--- src/rtl/spi_slave_shift_if.sv ---
// Signal bundle for the SPI responder shift engine: SPI pins plus the host-side
// transmit/receive handshake. The slave modport is the engine and the master modport is its driver.
interface spi_slave_shift_if #(
    parameter int DATA_W = 32,
    parameter int LEN_W  = 5
);
    logic              i_sclk;
    logic              i_ss_n;
    logic              i_mosi;
    logic              o_miso;
    logic              o_miso_oe;

    logic [LEN_W-1:0]  i_len;
    logic              i_lsb;
    logic              i_rx_negedge;
    logic              i_tx_negedge;

    logic [DATA_W-1:0] i_tx_data;
    logic              i_tx_valid;
    logic              o_tx_ready;

    logic [DATA_W-1:0] o_rx_data;
    logic              o_rx_valid;
    logic              o_tip;
    logic              o_underrun;
    logic              o_abort;

    modport slave (
        input  i_sclk, i_ss_n, i_mosi, i_len, i_lsb, i_rx_negedge, i_tx_negedge,
        input  i_tx_data, i_tx_valid,
        output o_miso, o_miso_oe, o_tx_ready, o_rx_data, o_rx_valid,
        output o_tip, o_underrun, o_abort
    );

    modport master (
        output i_sclk, i_ss_n, i_mosi, i_len, i_lsb, i_rx_negedge, i_tx_negedge,
        output i_tx_data, i_tx_valid,
        input  o_miso, o_miso_oe, o_tx_ready, o_rx_data, o_rx_valid,
        input  o_tip, o_underrun, o_abort
    );
endinterface

--- src/rtl/spi_slave_shift.sv ---
// SPI responder character engine. It oversamples SCLK/SS_N/MOSI, deserialises MOSI
// into characters, and serialises a one-deep transmit buffer onto MISO.
module spi_slave_shift #(
    parameter int DATA_W = 32,
    parameter int LEN_W  = 5
) (
    input  logic            i_clk,
    input  logic            i_rst_n,
    spi_slave_shift_if.slave bus
);
    localparam int IDX_W = $clog2(DATA_W);
    localparam int CNT_W = IDX_W + 1;

    typedef enum logic [1:0] {IDLE, LOAD, SHIFT} state_t;

    state_t state, state_next;

    logic [2:0]        sclk_q;
    logic [1:0]        ss_q;
    logic [1:0]        mosi_q;
    logic              sclk_rise, sclk_fall, ss_sync, mosi_sync;

    logic [CNT_W-1:0]  len_r, cnt, cnt_after, len_in;
    logic              lsb_r, rx_neg_r, tx_neg_r, rx_seen;
    logic [DATA_W-1:0] tx_sr, tx_buf, rx_sr, rx_word, load_word, rx_data;
    logic              buf_full, miso, miso_oe, tip, rx_valid, underrun, abort;
    logic              rx_edge, tx_edge;
    logic              do_load, do_rx, do_tx, do_done, do_abort, go_idle;

    // Both directions use the same index: after k received bits, MSB-first
    // points at bit len-1-k and LSB-first points at bit k.
    function automatic logic [IDX_W-1:0] bit_pos(input logic lsb,
                                                 input logic [CNT_W-1:0] len,
                                                 input logic [CNT_W-1:0] remaining);
        logic [CNT_W-1:0] p;
        p = lsb ? (len - remaining) : (remaining - CNT_W'(1));
        return p[IDX_W-1:0];
    endfunction

    // MOSI comes from the same synchroniser stage as SCLK, so the data bit lines up with its edge.
    assign sclk_rise = sclk_q[1] & ~sclk_q[2];
    assign sclk_fall = ~sclk_q[1] & sclk_q[2];
    assign ss_sync   = ss_q[1];
    assign mosi_sync = mosi_q[1];

    assign rx_edge   = rx_neg_r ? sclk_fall : sclk_rise;
    assign tx_edge   = tx_neg_r ? sclk_fall : sclk_rise;
    assign len_in    = (bus.i_len == '0) ? CNT_W'(DATA_W) : CNT_W'(bus.i_len);
    assign load_word = buf_full ? tx_buf : '0;
    assign cnt_after = do_rx ? (cnt - CNT_W'(1)) : cnt;

    always_ff @(posedge i_clk) begin
        if (!i_rst_n) state <= IDLE;
        else          state <= state_next;
    end

    // NOTE: every signal is given a default before the case statement, so no
    // path leaves a value unassigned and no latch is inferred.
    always_comb begin
        state_next = state;
        do_load    = 1'b0;
        do_rx      = 1'b0;
        do_tx      = 1'b0;
        do_done    = 1'b0;
        do_abort   = 1'b0;
        go_idle    = 1'b0;
        case (state)
            IDLE:  if (!ss_sync) state_next = LOAD;
            LOAD: begin
                do_load    = 1'b1;
                state_next = SHIFT;
            end
            SHIFT: begin
                if (ss_sync) begin
                    // A deselect before the first bit is simply the end of a
                    // back-to-back chain, not a broken character.
                    do_abort   = rx_seen;
                    go_idle    = 1'b1;
                    state_next = IDLE;
                end else begin
                    if (rx_edge) begin
                        do_rx = 1'b1;
                        if (cnt == CNT_W'(1)) begin
                            do_done    = 1'b1;
                            state_next = LOAD;
                        end
                    end
                    do_tx = tx_edge && rx_seen && !do_done;
                end
            end
            default: state_next = IDLE;
        endcase
    end

    always_comb begin
        rx_word = rx_sr;
        rx_word[bit_pos(lsb_r, len_r, cnt)] = mosi_sync;
    end

    // NOTE: the whole datapath, buffers included, gets a defined reset value.
    // o_rx_data must read zero after reset, and the cost is small at this size.
    always_ff @(posedge i_clk) begin
        if (!i_rst_n) begin
            sclk_q   <= '0;
            ss_q     <= '1;
            mosi_q   <= '0;
            len_r    <= '0;
            cnt      <= '0;
            lsb_r    <= 1'b0;
            rx_neg_r <= 1'b0;
            tx_neg_r <= 1'b0;
            rx_seen  <= 1'b0;
            tx_sr    <= '0;
            tx_buf   <= '0;
            rx_sr    <= '0;
            rx_data  <= '0;
            buf_full <= 1'b0;
            miso     <= 1'b0;
            miso_oe  <= 1'b0;
            tip      <= 1'b0;
            rx_valid <= 1'b0;
            underrun <= 1'b0;
            abort    <= 1'b0;
        end else begin
            // NOTE: registers are written with non-blocking assignments. Every
            // read in this block then sees the value from before the clock edge.
            sclk_q   <= {sclk_q[1:0], bus.i_sclk};
            ss_q     <= {ss_q[0], bus.i_ss_n};
            mosi_q   <= {mosi_q[0], bus.i_mosi};
            rx_valid <= 1'b0;
            underrun <= 1'b0;
            abort    <= 1'b0;

            if (do_load) begin
                len_r    <= len_in;
                cnt      <= len_in;
                lsb_r    <= bus.i_lsb;
                rx_neg_r <= bus.i_rx_negedge;
                tx_neg_r <= bus.i_tx_negedge;
                rx_seen  <= 1'b0;
                rx_sr    <= '0;
                tx_sr    <= load_word;
                miso     <= load_word[bit_pos(bus.i_lsb, len_in, len_in)];
                miso_oe  <= 1'b1;
                tip      <= 1'b1;
                underrun <= ~buf_full;
            end

            if (do_rx) begin
                cnt     <= cnt_after;
                rx_sr   <= rx_word;
                rx_seen <= 1'b1;
                if (do_done) begin
                    rx_data  <= rx_word;
                    rx_valid <= 1'b1;
                end
            end

            if (do_tx) miso <= tx_sr[bit_pos(lsb_r, len_r, cnt_after)];

            if (go_idle) begin
                miso    <= 1'b0;
                miso_oe <= 1'b0;
                tip     <= 1'b0;
                abort   <= do_abort;
            end

            // A load consumes the buffer first. A host write in the same cycle
            // finds ready low and is dropped.
            if (do_load && buf_full) begin
                buf_full <= 1'b0;
            end else if (bus.i_tx_valid && !buf_full) begin
                tx_buf   <= bus.i_tx_data;
                buf_full <= 1'b1;
            end
        end
    end

    assign bus.o_miso     = miso;
    assign bus.o_miso_oe  = miso_oe;
    assign bus.o_tip      = tip;
    assign bus.o_tx_ready = ~buf_full;
    assign bus.o_rx_data  = rx_data;
    assign bus.o_rx_valid = rx_valid;
    assign bus.o_underrun = underrun;
    assign bus.o_abort    = abort;
endmodule

--- src/flat_wrapper.sv ---
// flat-port wrapper written by rule: the top's interface ports become plain ports
module spi_slave_shift_flat 
#(
    parameter int DATA_W = 32,
    parameter int LEN_W  = 5
)
  (i_clk, i_rst_n, bus_i_sclk, bus_i_ss_n, bus_i_mosi, bus_i_len, bus_i_lsb, bus_i_rx_negedge, bus_i_tx_negedge, bus_i_tx_data, bus_i_tx_valid, bus_o_miso, bus_o_miso_oe, bus_o_tx_ready, bus_o_rx_data, bus_o_rx_valid, bus_o_tip, bus_o_underrun, bus_o_abort);
  spi_slave_shift_if #(.DATA_W(DATA_W), .LEN_W(LEN_W)) bus_i ();
  input  logic i_clk;
  input  logic i_rst_n;
  input wire logic [$bits(bus_i.i_sclk)-1:0] bus_i_sclk;
  input wire logic [$bits(bus_i.i_ss_n)-1:0] bus_i_ss_n;
  input wire logic [$bits(bus_i.i_mosi)-1:0] bus_i_mosi;
  input wire logic [$bits(bus_i.i_len)-1:0] bus_i_len;
  input wire logic [$bits(bus_i.i_lsb)-1:0] bus_i_lsb;
  input wire logic [$bits(bus_i.i_rx_negedge)-1:0] bus_i_rx_negedge;
  input wire logic [$bits(bus_i.i_tx_negedge)-1:0] bus_i_tx_negedge;
  input wire logic [$bits(bus_i.i_tx_data)-1:0] bus_i_tx_data;
  input wire logic [$bits(bus_i.i_tx_valid)-1:0] bus_i_tx_valid;
  output wire logic [$bits(bus_i.o_miso)-1:0] bus_o_miso;
  output wire logic [$bits(bus_i.o_miso_oe)-1:0] bus_o_miso_oe;
  output wire logic [$bits(bus_i.o_tx_ready)-1:0] bus_o_tx_ready;
  output wire logic [$bits(bus_i.o_rx_data)-1:0] bus_o_rx_data;
  output wire logic [$bits(bus_i.o_rx_valid)-1:0] bus_o_rx_valid;
  output wire logic [$bits(bus_i.o_tip)-1:0] bus_o_tip;
  output wire logic [$bits(bus_i.o_underrun)-1:0] bus_o_underrun;
  output wire logic [$bits(bus_i.o_abort)-1:0] bus_o_abort;
  assign bus_i.i_sclk = bus_i_sclk;
  assign bus_i.i_ss_n = bus_i_ss_n;
  assign bus_i.i_mosi = bus_i_mosi;
  assign bus_i.i_len = bus_i_len;
  assign bus_i.i_lsb = bus_i_lsb;
  assign bus_i.i_rx_negedge = bus_i_rx_negedge;
  assign bus_i.i_tx_negedge = bus_i_tx_negedge;
  assign bus_i.i_tx_data = bus_i_tx_data;
  assign bus_i.i_tx_valid = bus_i_tx_valid;
  assign bus_o_miso = bus_i.o_miso;
  assign bus_o_miso_oe = bus_i.o_miso_oe;
  assign bus_o_tx_ready = bus_i.o_tx_ready;
  assign bus_o_rx_data = bus_i.o_rx_data;
  assign bus_o_rx_valid = bus_i.o_rx_valid;
  assign bus_o_tip = bus_i.o_tip;
  assign bus_o_underrun = bus_i.o_underrun;
  assign bus_o_abort = bus_i.o_abort;
  spi_slave_shift #(.DATA_W(DATA_W), .LEN_W(LEN_W)) u_core (.i_clk(i_clk), .i_rst_n(i_rst_n), .bus(bus_i));
endmodule
--- config.mk ---
export PLATFORM = sky130hd
export DESIGN_NAME = spi_slave_shift_flat
export DESIGN_NICKNAME = d
export VERILOG_FILES = /design/src/rtl/spi_slave_shift_if.sv /design/src/rtl/spi_slave_shift.sv /design/src/flat_wrapper.sv
export SDC_FILE = /design/constraint.sdc
export NUM_CORES = 1
export LEC_CHECK = 0
export BUFFER_PORTS_ARGS = -buffer_cell sky130_fd_sc_hd__buf_2
export CAP_MARGIN = 20
export CORE_MARGIN = 8
export CORE_UTILIZATION = 63
export DETAILED_ROUTE_END_ITERATION = 6
export PLACE_DENSITY = 0.93
export SLEW_MARGIN = 20
export SYNTH_ARGS = -nofsm -noshare
export SYNTH_HDL_FRONTEND = slang
export SYNTH_SLANG_ARGS = --single-unit
export TNS_END_PERCENT = 20
--- constraint.sdc ---
create_clock -name i_clk -period 5.9 [get_ports i_clk]
set_input_delay 0.295 -clock i_clk [delete_from_list [all_inputs] [get_ports i_clk]]
set_output_delay 0.295 -clock i_clk [all_outputs]
set_load 0.01 [all_outputs]
### Yosys cells after proc, flatten, opt, wreduce, memory -nomap -nowiden

Cells that the tools add are included.

| cells by class | value |
|---|---|
| multiply operators | 0 |
| eq/ne operators | 6 |
| mux-type cells | 43 |
| $add $sub $neg | 6 |
| divide/modulo/power cells | 0 |
| reduce and logical (&&, ||, !) cells | 19 |
| order comparisons | 4 |
| bitwise logic cells | 7 |
| shift-type cells | 0 |

Operators by type and width:

| operator | number |
|---|---|
| 2-to-1 mux 32 bit | 3 |
| bitwise mux 32 bit | 1 |
| 2-to-1 mux 1 bit | 24 |
| 2-to-1 mux 6 bit | 4 |
| less-than comparator 5 x 6 -> 1 bit, second input constant | 3 |
| 2-to-1 mux 5 bit | 3 |
| subtractor 5 bit | 3 |
| binary-select mux 1 bit (select 5 bit) | 2 |
| subtractor 5 x 1 -> 5 bit, second input constant | 2 |
| 2-to-1 mux 2 bit | 4 |
| AND reduction 2 bit | 4 |
| equality test 6 x 1 -> 1 bit, second input constant | 1 |
| inequality test 3 x 1 -> 1 bit, second input constant | 2 |
| one-hot mux 2 bit (3 select lines) | 1 |
| subtractor 6 x 1 -> 6 bit, second input constant | 1 |
| demux 1 bit (select 5 bit) | 1 |
| >= comparator 5 x 1 -> 1 bit, second input constant | 1 |
| logical AND 1 bit | 5 |
| logical NOT 5 bit | 1 |
| inverter 1 bit | 5 |
| AND reduction 4 bit | 1 |
| nonzero test 2 bit | 2 |
| OR reduction 2 bit | 2 |
| AND reduction 3 bit | 1 |
| other kinds (6) | 8 |

| storage, ports and cells | value |
|---|---|
| logic and storage cells | 105 |
| register bits after elaboration | 158 |
| memories kept | 0 |
| input port bits | 46 |
| latch bits | 0 |
| bits in writable memories | 0 |
| memory bits (read-only) | 0 |
| output and inout bits | 39 |

### Depth between registers and ports, before layout

Gate-level depths: netlist (run 1).

| logic depth | value |
|---|---|
| word-level depth | 12 |
| mapped depth | 16 |
| mapped depth without buffers | 14 |

### Worst setup path before layout (run 1)

Ideal clock, no wire load.

| timing path | value |
|---|---|
| kind | flip-flop to flip-flop |
| start point | register u_core.cnt[0] |
| end point | register u_core.miso (netlist: u_core.bus.o_miso) |
| cell stages (with the launch flop) | 17 |
| setup time | 0.123 ns |
| data arrival time | 3.490 ns |
| slack | 2.287 ns |
| data required time | 5.777 ns |
| period minus slack after synthesis | 3.613 ns |
| buffers on the path | 2 |
| cells stage by stage | dfxtp_1 > buf_2 > inv_1 > ha_1 > buf_2 > nand2_1 > o21ai_0 > fa_1 > nor2_1 > a2111oi_0 > o41ai_1 > a211o_1 > nand3_2 > xnor2_2 > a2111oi_0 > nand4bb_1 > a21oi_1 |

| between the ends | value |
|---|---|
| word-level cells in the longest chain between the ends | 10 |
| elaborated cells between the ends (all ways) | 18 |
| classes of those cells | add/sub (3); eq/ne (1); mux (11); reduce/logical (3) |

Ends and longest elaborated chain:

| item | line | RTL |
|---|---|---|
| from (decl) | spi_slave_shift.sv:23 | `logic [CNT_W-1:0] len_r, cnt, cnt_after, len_in;` |
| from (signal assigned) | spi_slave_shift.sv:136 | `cnt <= len_in;` |
| from (signal assigned) | spi_slave_shift.sv:150 | `cnt <= cnt_after;` |
| parallel branches: the longest is 10 deep, another holds subtractor 6 x 1 -> 6 bit | - |  |
| to (signal assigned) | spi_slave_shift.sv:143 | `miso <= load_word[bit_pos(bus.i_lsb, len_in, len_in)];` |
| to (signal assigned) | spi_slave_shift.sv:159 | `if (do_tx) miso <= tx_sr[bit_pos(lsb_r, len_r, cnt_after)];` |
| to (decl) | spi_slave_shift.sv:26 | `logic buf_full, miso, miso_oe, tip, rx_valid, underrun, abort;` |

Several ways; the timed one is not identified. The select of a mux whose other input is x is not followed.
A chain may end at the register's enable or synchronous reset.

### Worst setup path after layout (run 1)

| timing path | value |
|---|---|
| start point | register u_core.state[0] |
| end point | register u_core.miso (netlist: u_core.bus.o_miso) |

| between the ends | value |
|---|---|
| word-level cells in the longest chain between the ends | 8 |
| elaborated cells between the ends (all ways) | 15 |
| classes of those cells | add/sub (2); eq/ne (2); mux (9); reduce/logical (2) |

Ends and longest elaborated chain:

| item | line | RTL |
|---|---|---|
| from (decl) | spi_slave_shift.sv:16 | `state_t state, state_next;` |
| from (signal assigned) | spi_slave_shift.sv:54 | `else state <= state_next;` |
| equality test 2 bit | spi_slave_shift.sv:67 | `case (state)` |
| 2-to-1 mux 1 bit | spi_slave_shift.sv:67 |  |
| 2-to-1 mux 6 bit | spi_slave_shift.sv:50 | `assign cnt_after = do_rx ? (cnt - CNT_W'(1)) : cnt;` |
| subtractor 5 x 1 -> 5 bit / subtractor 5 bit (equally long branches) | spi_slave_shift.sv:36 | `p = lsb ? (len - remaining) : (remaining - CNT_W'(1));` |
| 2-to-1 mux 5 bit | spi_slave_shift.sv:36 |  |
| binary-select mux 1 bit (select 5 bit) | spi_slave_shift.sv:159 |  |
| 2-to-1 mux 1 bit (not written as such) | spi_slave_shift.sv:159 |  |
| 2-to-1 mux 1 bit | spi_slave_shift.sv:159 |  |

Several ways; a longest one is shown, not always the timed one. The select of a mux whose other input is x is not followed.

==> results.yml, run 1 <==
run_status:
  outcome: "finished, final reports clean"
synthesis:
  synth_warnings: 0
  synth_edf_count: 0
  synthDistinctLibCells: 69
  netlist_instances: 876
  yosysSeqAreaShare_pct: 42.4
  async_flop_share_pct: 0
  syn_nets: 934
  ys.flop_type: "dfxtp_1"
  avgSynthCellArea_sq_um: 8.51
  ys_ff_latch: 158
  syn_area_sq_mm: 0.00746
route:
  drtPass1Iterations: 6
  drc: 0
  ant_nets: 0
  dr_total_vias: 6869
  first_iter_violations: 724
  wirelength_um: 20100
  via_per_inst: 6.37
  post_drt_wl_per_cell_um: 18.6
global_routing:
  overflow: 0
  grt_max_degree: 101
  grt_usage_pct: 25.2
  first_global_vias: 6515
  antenna_found_initial: 0
  grt_pass1_wl_um: 32400
min_path:
  hold_end: "u_core.sclk_q[0]"
  hp-class: "input pin to register"
  whs_path_depth: 2
  min-delay-start: "bus_i_sclk"
cells_and_area:
  fillerInstances: 759
  antenna_cells: 0
  area_growth_pct: 13.5
  drive_gt1_share_pct: 16.1
  nets: 980
  postLayoutCoreUtil_pct: 73.8
sta:
  setup_tns_ns: 0
  setup_viol: 0
  slew_violations: 0
  hold_viol: 0
  slew_headroom_pct: 28.8
  fmax_ghz: 0.230
  max_slew.worst_pin.slew_ns: 1.07
  period_share_pct: 73.5
  rsz0062_at_grt: "no"
  skew_ns: 0.00906
  fin_crit_ns: 4.34
  worst_slack_ns: 1.56
clock_tree:
  cts_buffers: 17
  postCtsResizedCells: 0
  clockRootBuffer: "clkbuf_16"
  post_cts_buffers: 0
  cts.sinks: 158
  clock_tree.buffer_depth: 2
  clk_pin_slew_worst_paths_ns: 0.06
  cts_tree: "yes"
  h-tree-depth: 4
  clk_latency_ns: 0.43
  holdBufCountCts: 0
job:
  cap_violations: 0
power_and_ir_drop:
  peakVddDrop_mv: 0.291
  cellInternalPower_mw: 1.83
  power.leakage_nw: 3.15
  power.density_mw_per_mm2: 285
  sequentialPowerShare_pct: 46.1
  power.switching_mw: 0.582
  total_power_mw: 2.41
  comb_power_share_pct: 8.0
  swShare_pct: 24.1
  p_clk_share_pct: 45.9
setup_path:
  crit_type: "register to register"
  start_kind: "register"
  r2r-start: "u_core.state[0]"
  slowest_stage: "or3b_1"
  cp.required_ns: 6.22
  cp_cell_sequence: "or3b_1 -> a21oi_4 -> xnor2_4 -> or2_2 -> fa_1 -> nor2_1 -> a2111oi_0 -> o41ai_1 -> a211o_1 -> nand3_2 -> xnor2_2 -> a2111oi_0 -> nand4bb_1 -> a21oi_1"
  reg2regPathDepth: 14
  cp-end-kind: "register"
  r2r_slack_ns: 1.56
  slowest_delay_ns: 0.56
  cp_top_family: "compound AO/OA/AOI/OAI gates"
  worstPathMaxFanout: 11
  crit_buf_inv: 0
  cp_common_cell: "a2111oi_0"
  rr_endpoint: "u_core.bus.o_miso"
  worstPathArrival_ns: 4.66
floorplanning:
  initial_core_util_pct: 65.0
  die_h_um: 125
  fp.dieW_um: 125
  dieArea_sq_mm: 0.0156
  num_rows: 39
  ioPinCount: 85
  core_area_sq_mm: 0.0115
placed_design:
  place_ws_ns: 1.83
  portBuffers: 84
  hpwl_um: 12600
  gp_congestion: 0.918
[worst max path at each step]
stage,to,cells after the start,from
after floorplan,u_core.bus.o_miso,16,u_core.cnt[0]
after global placement,u_core.bus.o_miso,14,u_core.state[1]
after detailed placement,u_core.bus.o_miso,14,u_core.state[0]
after CTS,u_core.bus.o_miso,14,u_core.state[0]
after global routing,u_core.bus.o_miso,14,u_core.state[1]
final,u_core.bus.o_miso,14,u_core.state[0]
[logic make-up after synthesis]
| family | synth area share, % |
|---|---|
| buffers and inverters | 4.19 |
| multiplexers | 11.0 |
| AND/OR/NAND/NOR | 20.0 |
| AO/OA/AOI/OAI | 17.5 |
| XOR/XNOR | 2.60 |
| flip-flops | 42.4 |
| adder cells (fa/ha/maj) | 2.21 |
[per-stage QoR]
stage	std cells	area, sq um	hold slack [ns]
final	1078	8460	0.0640
after floorplan	876	7460	0.386
after detailed placement	1046	7860	0.409
after global placement	1046	7860	0.411
after global routing	1078	8460	0.0771
after CTS	1078	8450	0.0574
[Yosys cell counts, types with 3 or more instances]
| master | n | area (sq um) |
|---|---|---|
| or3_1 | 7 | 43.8 |
| a2111oi_0 | 3 | 26.3 |
| nor3b_1 | 3 | 22.5 |
| o21ai_0 | 65 | 325 |
| a31oi_1 | 4 | 25.0 |
| nand2_1 | 166 | 623 |
| nand2b_1 | 5 | 31.3 |
| nand3b_1 | 3 | 22.5 |
| buf_1 | 8 | 30.0 |
| ha_1 | 10 | 125 |
| a21oi_1 | 88 | 440 |
| dfxtp_1 | 158 | 3160 |
| mux4_2 | 8 | 180 |
| nor2b_1 | 4 | 25.0 |
| mux2i_1 | 42 | 420 |
| clkbuf_1 | 50 | 188 |
| and2_1 | 5 | 31.3 |
| nor3_1 | 10 | 50.1 |
| inv_1 | 14 | 52.6 |
| nand3_1 | 44 | 220 |
| xnor2_1 | 11 | 96.3 |
| nor2_1 | 67 | 251 |
| xor2_1 | 3 | 26.3 |
| mux4_1 | 8 | 210 |
| buf_2 | 4 | 20.0 |
| a211oi_1 | 19 | 143 |
| or2_2 | 3 | 18.8 |
| a22o_1 | 11 | 96.3 |
[registers in the layout (all words and copies together) (netlist names)]
| register | flops |
|---|---|
| u_core.tx_buf | 32 |
| u_core.tx_sr | 32 |
| u_core.bus.o_abort | 1 |
| u_core.lsb_r | 1 |
| u_core.rx_neg_r | 1 |
| u_core.bus.o_miso | 1 |
| u_core.tx_neg_r | 1 |
| u_core.bus.o_underrun | 1 |
| u_core.bus.o_miso_oe | 1 |
| u_core.rx_sr | 32 |
| u_core.ss_q | 2 |
| u_core.cnt | 6 |
| u_core.bus.o_rx_data | 32 |
| u_core.bus.o_rx_valid | 1 |
| u_core.rx_seen | 1 |
| u_core.buf_full | 1 |
| u_core.state | 2 |
| u_core.mosi_q | 2 |
| u_core.sclk_q | 3 |
| u_core.len_r | 5 |
[cell usage in the layout, fill, tap and decap left out, drive strengths merged, types with 14 or more instances in the layout]
cell type and instances:
nand2 166, dfxtp 158, buf 91, a21oi 89, nor2 68, o21ai 65
nand3 45, mux2i 42, clkbuf 25, a211oi 19, mux4 16, inv 15
xnor2 14
[power groups by stage]
stage / Sequential [mW] / Clock [mW] / Combinational, mW
CTS: 1.11 / 1.11 / 0.188
floorplan: 1.12 / 0 / 0.142
global placement: 1.13 / 0 / 0.177
global route: 1.11 / 1.15 / 0.208
detailed placement: 1.13 / 0 / 0.182
finish: 1.11 / 1.11 / 0.193
[routing by layer]
layer	vias to the layer above	global-route usage, %	share of wire (%)
met4	0	13.8	4.0
met3	96	6.34	9.0
met5	-	0	0
li1	3163	-	-
met2	420	41.4	48
met1	3190	29.4	39
[area by class of cell]
class | count | area, sq um | area share (%)
clock buffers | 25 | 495 | 5.86
clock inverters | 7 | 101 | 1.20
inverters | 15 | 56.3 | 0.665
multi-input cells | 639 | 3990 | 47.2
flip-flops and latches | 158 | 3160 | 37.4
well taps | 143 | 179 | 2.11
repair buffers | 91 | 473 | 5.59
Note: power is estimated with default switching activity, not from simulation.
==> run 2, diff against run 1 <==
--- a/config.mk
+++ b/config.mk
@@ -8,9 +8,9 @@
 export BUFFER_PORTS_ARGS = -buffer_cell sky130_fd_sc_hd__buf_2
 export CAP_MARGIN = 20
 export CORE_MARGIN = 8
-export CORE_UTILIZATION = 63
+export CORE_UTILIZATION = 53
 export DETAILED_ROUTE_END_ITERATION = 6
-export PLACE_DENSITY = 0.93
+export PLACE_DENSITY = 0.84
 export SLEW_MARGIN = 20
 export SYNTH_ARGS = -nofsm -noshare
 export SYNTH_HDL_FRONTEND = slang
==> constraint.sdc (replaced) <==
create_clock -name i_clk -period 3.6 [get_ports i_clk]
set_input_delay 0.18 -clock i_clk [delete_from_list [all_inputs] [get_ports i_clk]]
set_output_delay 0.18 -clock i_clk [all_outputs]
set_load 0.01 [all_outputs]
==> run 2 against run 1 <==
Against the previous run:
- the run now ends with setup timing left
- via count down 2.3%
- combinational power up 87%
- non-clock buffer count up 57
- critical path depth up 1
- register-to-register slack worse by 1.6 ns
- fmax up 20%
- critical endpoint unchanged
==> results.yml, run 2 (same netlist as run 1, synthesis figures left out) <==
placed_design:
  hpwl_um: 12700
  portBuffers: 84
  dpl_cell_area_sq_mm: 0.00807
  dp.cells: 1105
  place_ws_ns: -0.0540
  gp_congestion: 0.895
sta:
  setup_viol: 1
  slew_headroom_pct: 38.6
  rsz0062_at_grt: "yes"
  period_share_pct: 101
  holdWs_ns: 0.0163
  slew_violations: 0
  worst_slack_ns: -0.0264
  setup_tns_ns: -0.0264
  skew_ns: 0.00901
  fmax_ghz: 0.276
  fin_crit_ns: 3.63
  max_slew.worst_pin.slew_ns: 0.921
  hold_viol: 0
floorplanning:
  initial_core_util_pct: 53.9
  dieArea_sq_mm: 0.0181
  die_h_um: 135
  core_area_sq_mm: 0.0138
  ioPinCount: 85
  num_rows: 43
  fp.dieW_um: 135
cells_and_area:
  final_area_sq_mm: 0.00902
  final_cells: 1172
  layout_commonest_cell: "nand2_1"
  nets: 1037
  fillerInstances: 1042
  area_growth_pct: 21.0
  antenna_cells: 0
  drive_gt1_share_pct: 18.2
  final_cell_mix: "nand2_1 (166), dfxtp_1 (157), a21oi_1 (88)"
run_status:
  outcome: "finished with violations"
  failed_checks: "setup timing"
clock_tree:
  cts_buffers: 17
  h-tree-depth: 4
  clk_pin_slew_worst_paths_ns: 0.06
  cts_tree: "yes"
  clockRootBuffer: "clkbuf_16"
  clock_tree.buffer_depth: 2
  clk_latency_ns: 0.43
  cts.sinks: 158
setup_path:
  start_kind: "register"
  slowest_stage: "or3b_1"
  cp_top_family: "compound AO/OA/AOI/OAI gates"
  cp-end-kind: "register"
  crit_buf_inv: 1
  cp.required_ns: 3.90
  worstPathArrival_ns: 3.93
  crit_type: "register to register"
  cp_cell_sequence: "or3b_1 -> a21oi_4 -> buf_12 -> xnor2_4 -> or2_2 -> fa_2 -> o21bai_1 -> nor3_1 -> o41ai_2 -> a211o_1 -> nand3_2 -> xnor2_2 -> a2111oi_0 -> nand4bb_1 -> a21oi_1"
  slowest_delay_ns: 0.41
  worstPathMaxFanout: 4
global_routing:
  grt_usage_pct: 20.7
  antenna_found_initial: 0
  grt_pass1_wl_um: 30700
  grt_max_degree: 88
  overflow: 0
  first_global_vias: 6417
power_and_ir_drop:
  sequentialPowerShare_pct: 46.2
  power.density_mw_per_mm2: 434
  cellInternalPower_mw: 2.97
  comb_power_share_pct: 9.2
  power.switching_mw: 0.941
  swShare_pct: 24.0
  p_clk_share_pct: 44.6
  peakVddDrop_mv: 0.465
  power.leakage_nw: 3.40
route:
  via_per_inst: 5.73
  drtPass1Iterations: 6
  first_iter_violations: 495
  drc: 0
  ant_nets: 0
  post_drt_wl_per_cell_um: 16.2
  wirelength_um: 19000
  dr_total_vias: 6710
min_path:
  hp-class: "input pin to register"
job:
  cap_violations: 0
run 2: changes by cell type in the layout (fill, tap and decap cells not counted), moves of 2 or more:
cell / delta
dlygate4sd3_1: +31
a2111oi_0: -2
buf_4: +25
a2111oi_2: +2
clkinv_2: +2
clkbuf_8: -3
run 2: worst paths after layout:
check                    startpoint                end  slack [ns]  cells past startpoint
setup / recovery    u_core.state[1]  u_core.bus.o_miso       -0.03                     15
setup reg to reg    u_core.state[1]  u_core.bus.o_miso       -0.03                     15
hold reg to reg      u_core.ss_q[0]     u_core.ss_q[1]        0.41                      1
hold / removal    bus_i_tx_data[31]  u_core.tx_buf[31]        0.02                      3
run 2: layer usage:
| layer | wire (um) | vias to the layer above | global-route usage, % |
|---|---|---|---|
| met3 | 1210 | 28 | 5.27 |
| met5 | 0 | - | 0 |
| met2 | 9680 | 239 | 36.0 |
| li1 | - | 3272 | - |
| met1 | 7780 | 3171 | 24.0 |
| met4 | 373 | 0 | 7.55 |
run 2: power by group through the flow:
stage	combinational [mW]	sequential, mW	clock (mW)
floorplan	0.233	1.84	0
global placement	0.315	1.84	0
detailed placement	0.321	1.85	0
CTS	0.350	1.81	1.75
global route	0.392	1.81	1.83
finish	0.360	1.81	1.75
run 2: tightest hold or removal path: cells and delay by family:
family | cells | cell delay [ns]
and+or+nand+nor | 1 | 0.06
AOI/OAI and AO/OA | 1 | 0.05
buffers and inverters | 1 | 0.10
run 2: through the flow:
stage / power, mW / util (%)
detailed placement: 2.17 / 58.4
CTS: 3.91 / 64.8
global placement: 2.16 / 58.4
finish: 3.92 / 65.2
floorplan: 2.07 / -
global route: 4.03 / 65.2
run 2: layout make-up:
| class | instances | area, sq um | share of cell area [%] |
|---|---|---|---|
| Multi-Input combinational cell | 639 | 4020 | 44.5 |
| Sequential cell | 158 | 3160 | 35.1 |
| Timing Repair Buffer | 148 | 991 | 11.0 |
| Clock buffer | 23 | 458 | 5.08 |
| Tap cell | 180 | 225 | 2.50 |
| Clock inverter | 9 | 110 | 1.22 |
| Inverter | 15 | 56.3 | 0.624 |
run 2: timing repair:
item / in CTS / in global routing
resized for setup: 3 / 4
endpoints found under the setup margin: 1 / 1
endpoints found under the hold margin: 31 / 0
hold buffers: 31 / 0
pin swaps: 1 / 8
setup buffers: 0 / 4
==> run 3, diff against run 2 <==
--- a/config.mk
+++ b/config.mk
@@ -7,6 +7,7 @@
 export LEC_CHECK = 0
 export BUFFER_PORTS_ARGS = -buffer_cell sky130_fd_sc_hd__buf_2
 export CAP_MARGIN = 20
+export CORE_ASPECT_RATIO = 0.8
 export CORE_MARGIN = 8
 export CORE_UTILIZATION = 53
 export DETAILED_ROUTE_END_ITERATION = 6
==> run 3 against run 2 <==
Against the previous run:
- the flow now finishes without violations
- combinational power is 4% higher
- critical path depth fell by 1
- via count up 2.6%
- register-to-register slack better by 0.04 ns
- largest cell class unchanged
- largest power group unchanged
==> results.yml, run 3 (same netlist as run 1, synthesis figures left out) <==
clock_tree:
  cts_buffers: 17
  post_cts_buffers: 0
  h-tree-depth: 4
  clk_pin_slew_worst_paths_ns: 0.06
  clockRootBuffer: "clkbuf_16"
  clock_tree.buffer_depth: 2
  clk_latency_ns: 0.44
  cts_tree: "yes"
  cts.sinks: 158
floorplanning:
  initial_core_util_pct: 54.6
  core_area_sq_mm: 0.0136
  num_rows: 38
  fp.dieW_um: 149
  dieArea_sq_mm: 0.0181
  ioPinCount: 85
  die_h_um: 122
setup_path:
  slowest_delay_ns: 0.42
  cp_cell_sequence: "or3b_4 -> a21oi_4 -> xnor2_4 -> or2_2 -> fa_2 -> o21bai_1 -> nor3_1 -> o41ai_2 -> a211o_1 -> nand3_2 -> xnor2_2 -> a2111oi_2 -> nand4bb_1 -> a21oi_1"
  start_kind: "register"
  reg2regPathDepth: 14
  worstPathMaxFanout: 4
  slowest_stage: "o41ai_2"
  cp-end-kind: "register"
  cp.required_ns: 3.91
  rr_endpoint: "u_core.bus.o_miso"
  r2r_slack_ns: 0.01
  r2r-start: "u_core.sclk_q[1]"
  worstPathArrival_ns: 3.90
  cp-startpoint: "u_core.sclk_q[1]"
  critPathCapture: "u_core.bus.o_miso"
  crit_type: "register to register"
run_status:
  outcome: "finished, final reports clean"
sta:
  setup_viol: 0
  max_slew.worst_pin.slew_ns: 1.05
  slew_headroom_pct: 29.7
  worst_slack_ns: 0.0105
  fin_crit_ns: 3.59
  slew_violations: 0
  hold_viol: 0
  rsz0062_at_grt: "yes"
  skew_ns: 0.0109
  setup_tns_ns: 0
  period_share_pct: 99.7
  fmax_ghz: 0.279
route:
  first_iter_violations: 716
  post_drt_wl_per_cell_um: 16.9
  ant_nets: 0
  via_per_inst: 5.85
  drtPass1Iterations: 5
  wirelength_um: 19900
  drc: 0
  dr_total_vias: 6884
cells_and_area:
  fillerInstances: 1018
  nets: 1040
  postLayoutCoreUtil_pct: 66.5
  area_growth_pct: 21.7
  multi_input_area_sq_mm: 0.00402
  seq_area_sq_mm: 0.00316
  layout_commonest_cell: "nand2_1"
  drive_gt1_share_pct: 18.7
  final_cell_mix: "nand2_1 (166), dfxtp_1 (157), a21oi_1 (88)"
power_and_ir_drop:
  power.density_mw_per_mm2: 437
  power.leakage_nw: 3.44
  peakVddDrop_mv: 0.445
global_routing:
  antenna_found_initial: 1
  overflow: 0
  first_global_vias: 6477
  grt_usage_pct: 21.8
  grt_max_degree: 100
  grt_pass1_wl_um: 31900
min_path:
  hp-class: "input pin to register"
job:
  cap_violations: 0
placed_design:
  gp_congestion: 0.926
  place_ws_ns: -0.110
  hpwl_um: 12700
  portBuffers: 84
[run 3: cell count changes in the layout (fill, tap and decap cells not counted), moves of 2 or more]
cell           previous run  this run
clkinv_2                  2         0
clkbuf_8                  1         3
inv_6                     1         5
clkbuf_1                  5         0
dlygate4sd3_1            31        36
[run 3: critical path, delay by kind of cell, from the launching register on]
kind / cells / cell delay, ns
AO/OA/AOI/OAI: 6 / 1.48
XOR/XNOR: 2 / 0.26
adder cells (fa/ha/maj): 1 / 0.37
flip-flops: 1 / 0.33
AND/OR/NAND/NOR: 5 / 1.03
[run 3: final cells by class]
class | count | area share (%)
well taps | 180 | 2.48
repair buffers | 151 | 11.2
clock inverters | 12 | 1.38
flip-flops and latches | 158 | 34.9
diodes | 1 | 0.0276
inverters | 15 | 0.620
clock buffers | 20 | 5.14
multi-input cells | 639 | 44.3
[run 3: per-stage QoR]
stage	total power [mW]	std cells	area (sq um)	hold WS, ns
after CTS	3.96	1175	9060	0.0366
after detailed placement	2.17	1107	8090	0.367
after floorplan	2.07	876	7460	0.281
after global placement	2.16	1107	8090	0.366
after global routing	4.09	1176	9070	0.0483
final	3.96	1176	9070	0.0476
[run 3: where the power goes]
part | leakage, nW | total (mW) | internal [mW] | switching, mW
registers | 1.28 | 1.81 | 1.78 | 0.0301
logic | 1.87 | 0.373 | 0.160 | 0.213
clock network | 0.283 | 1.78 | 1.02 | 0.755
[run 3: worst min-delay path by stage]
stage | from | end | cells past startpoint
after CTS | bus_i_lsb | u_core.lsb_r | 3
after global routing | bus_i_rx_negedge | u_core.rx_neg_r | 3
after detailed placement | bus_i_ss_n | u_core.ss_q[0] | 2
final | bus_i_rx_negedge | u_core.rx_neg_r | 3
after global placement | bus_i_ss_n | u_core.ss_q[0] | 2
after floorplan | bus_i_ss_n | u_core.ss_q[0] | 1
[run 3: per-layer routing]
metal | GRT usage (%) | part of all wire (%) | vias up
li1 | - | - | 3280
met1 | 28.2 | 44 | 3256
met2 | 34.8 | 47 | 301
met3 | 4.60 | 7.2 | 47
met4 | 9.09 | 2.3 | 0
met5 | 0 | 0 | -
[run 3: timing repair]
item                       CTS  global route
hold buffers                36             0
setup endpoints to repair    1            42
hold endpoints to repair    36             0
pin swaps                    2             3
resized for setup            4             5
cloned                       0             0
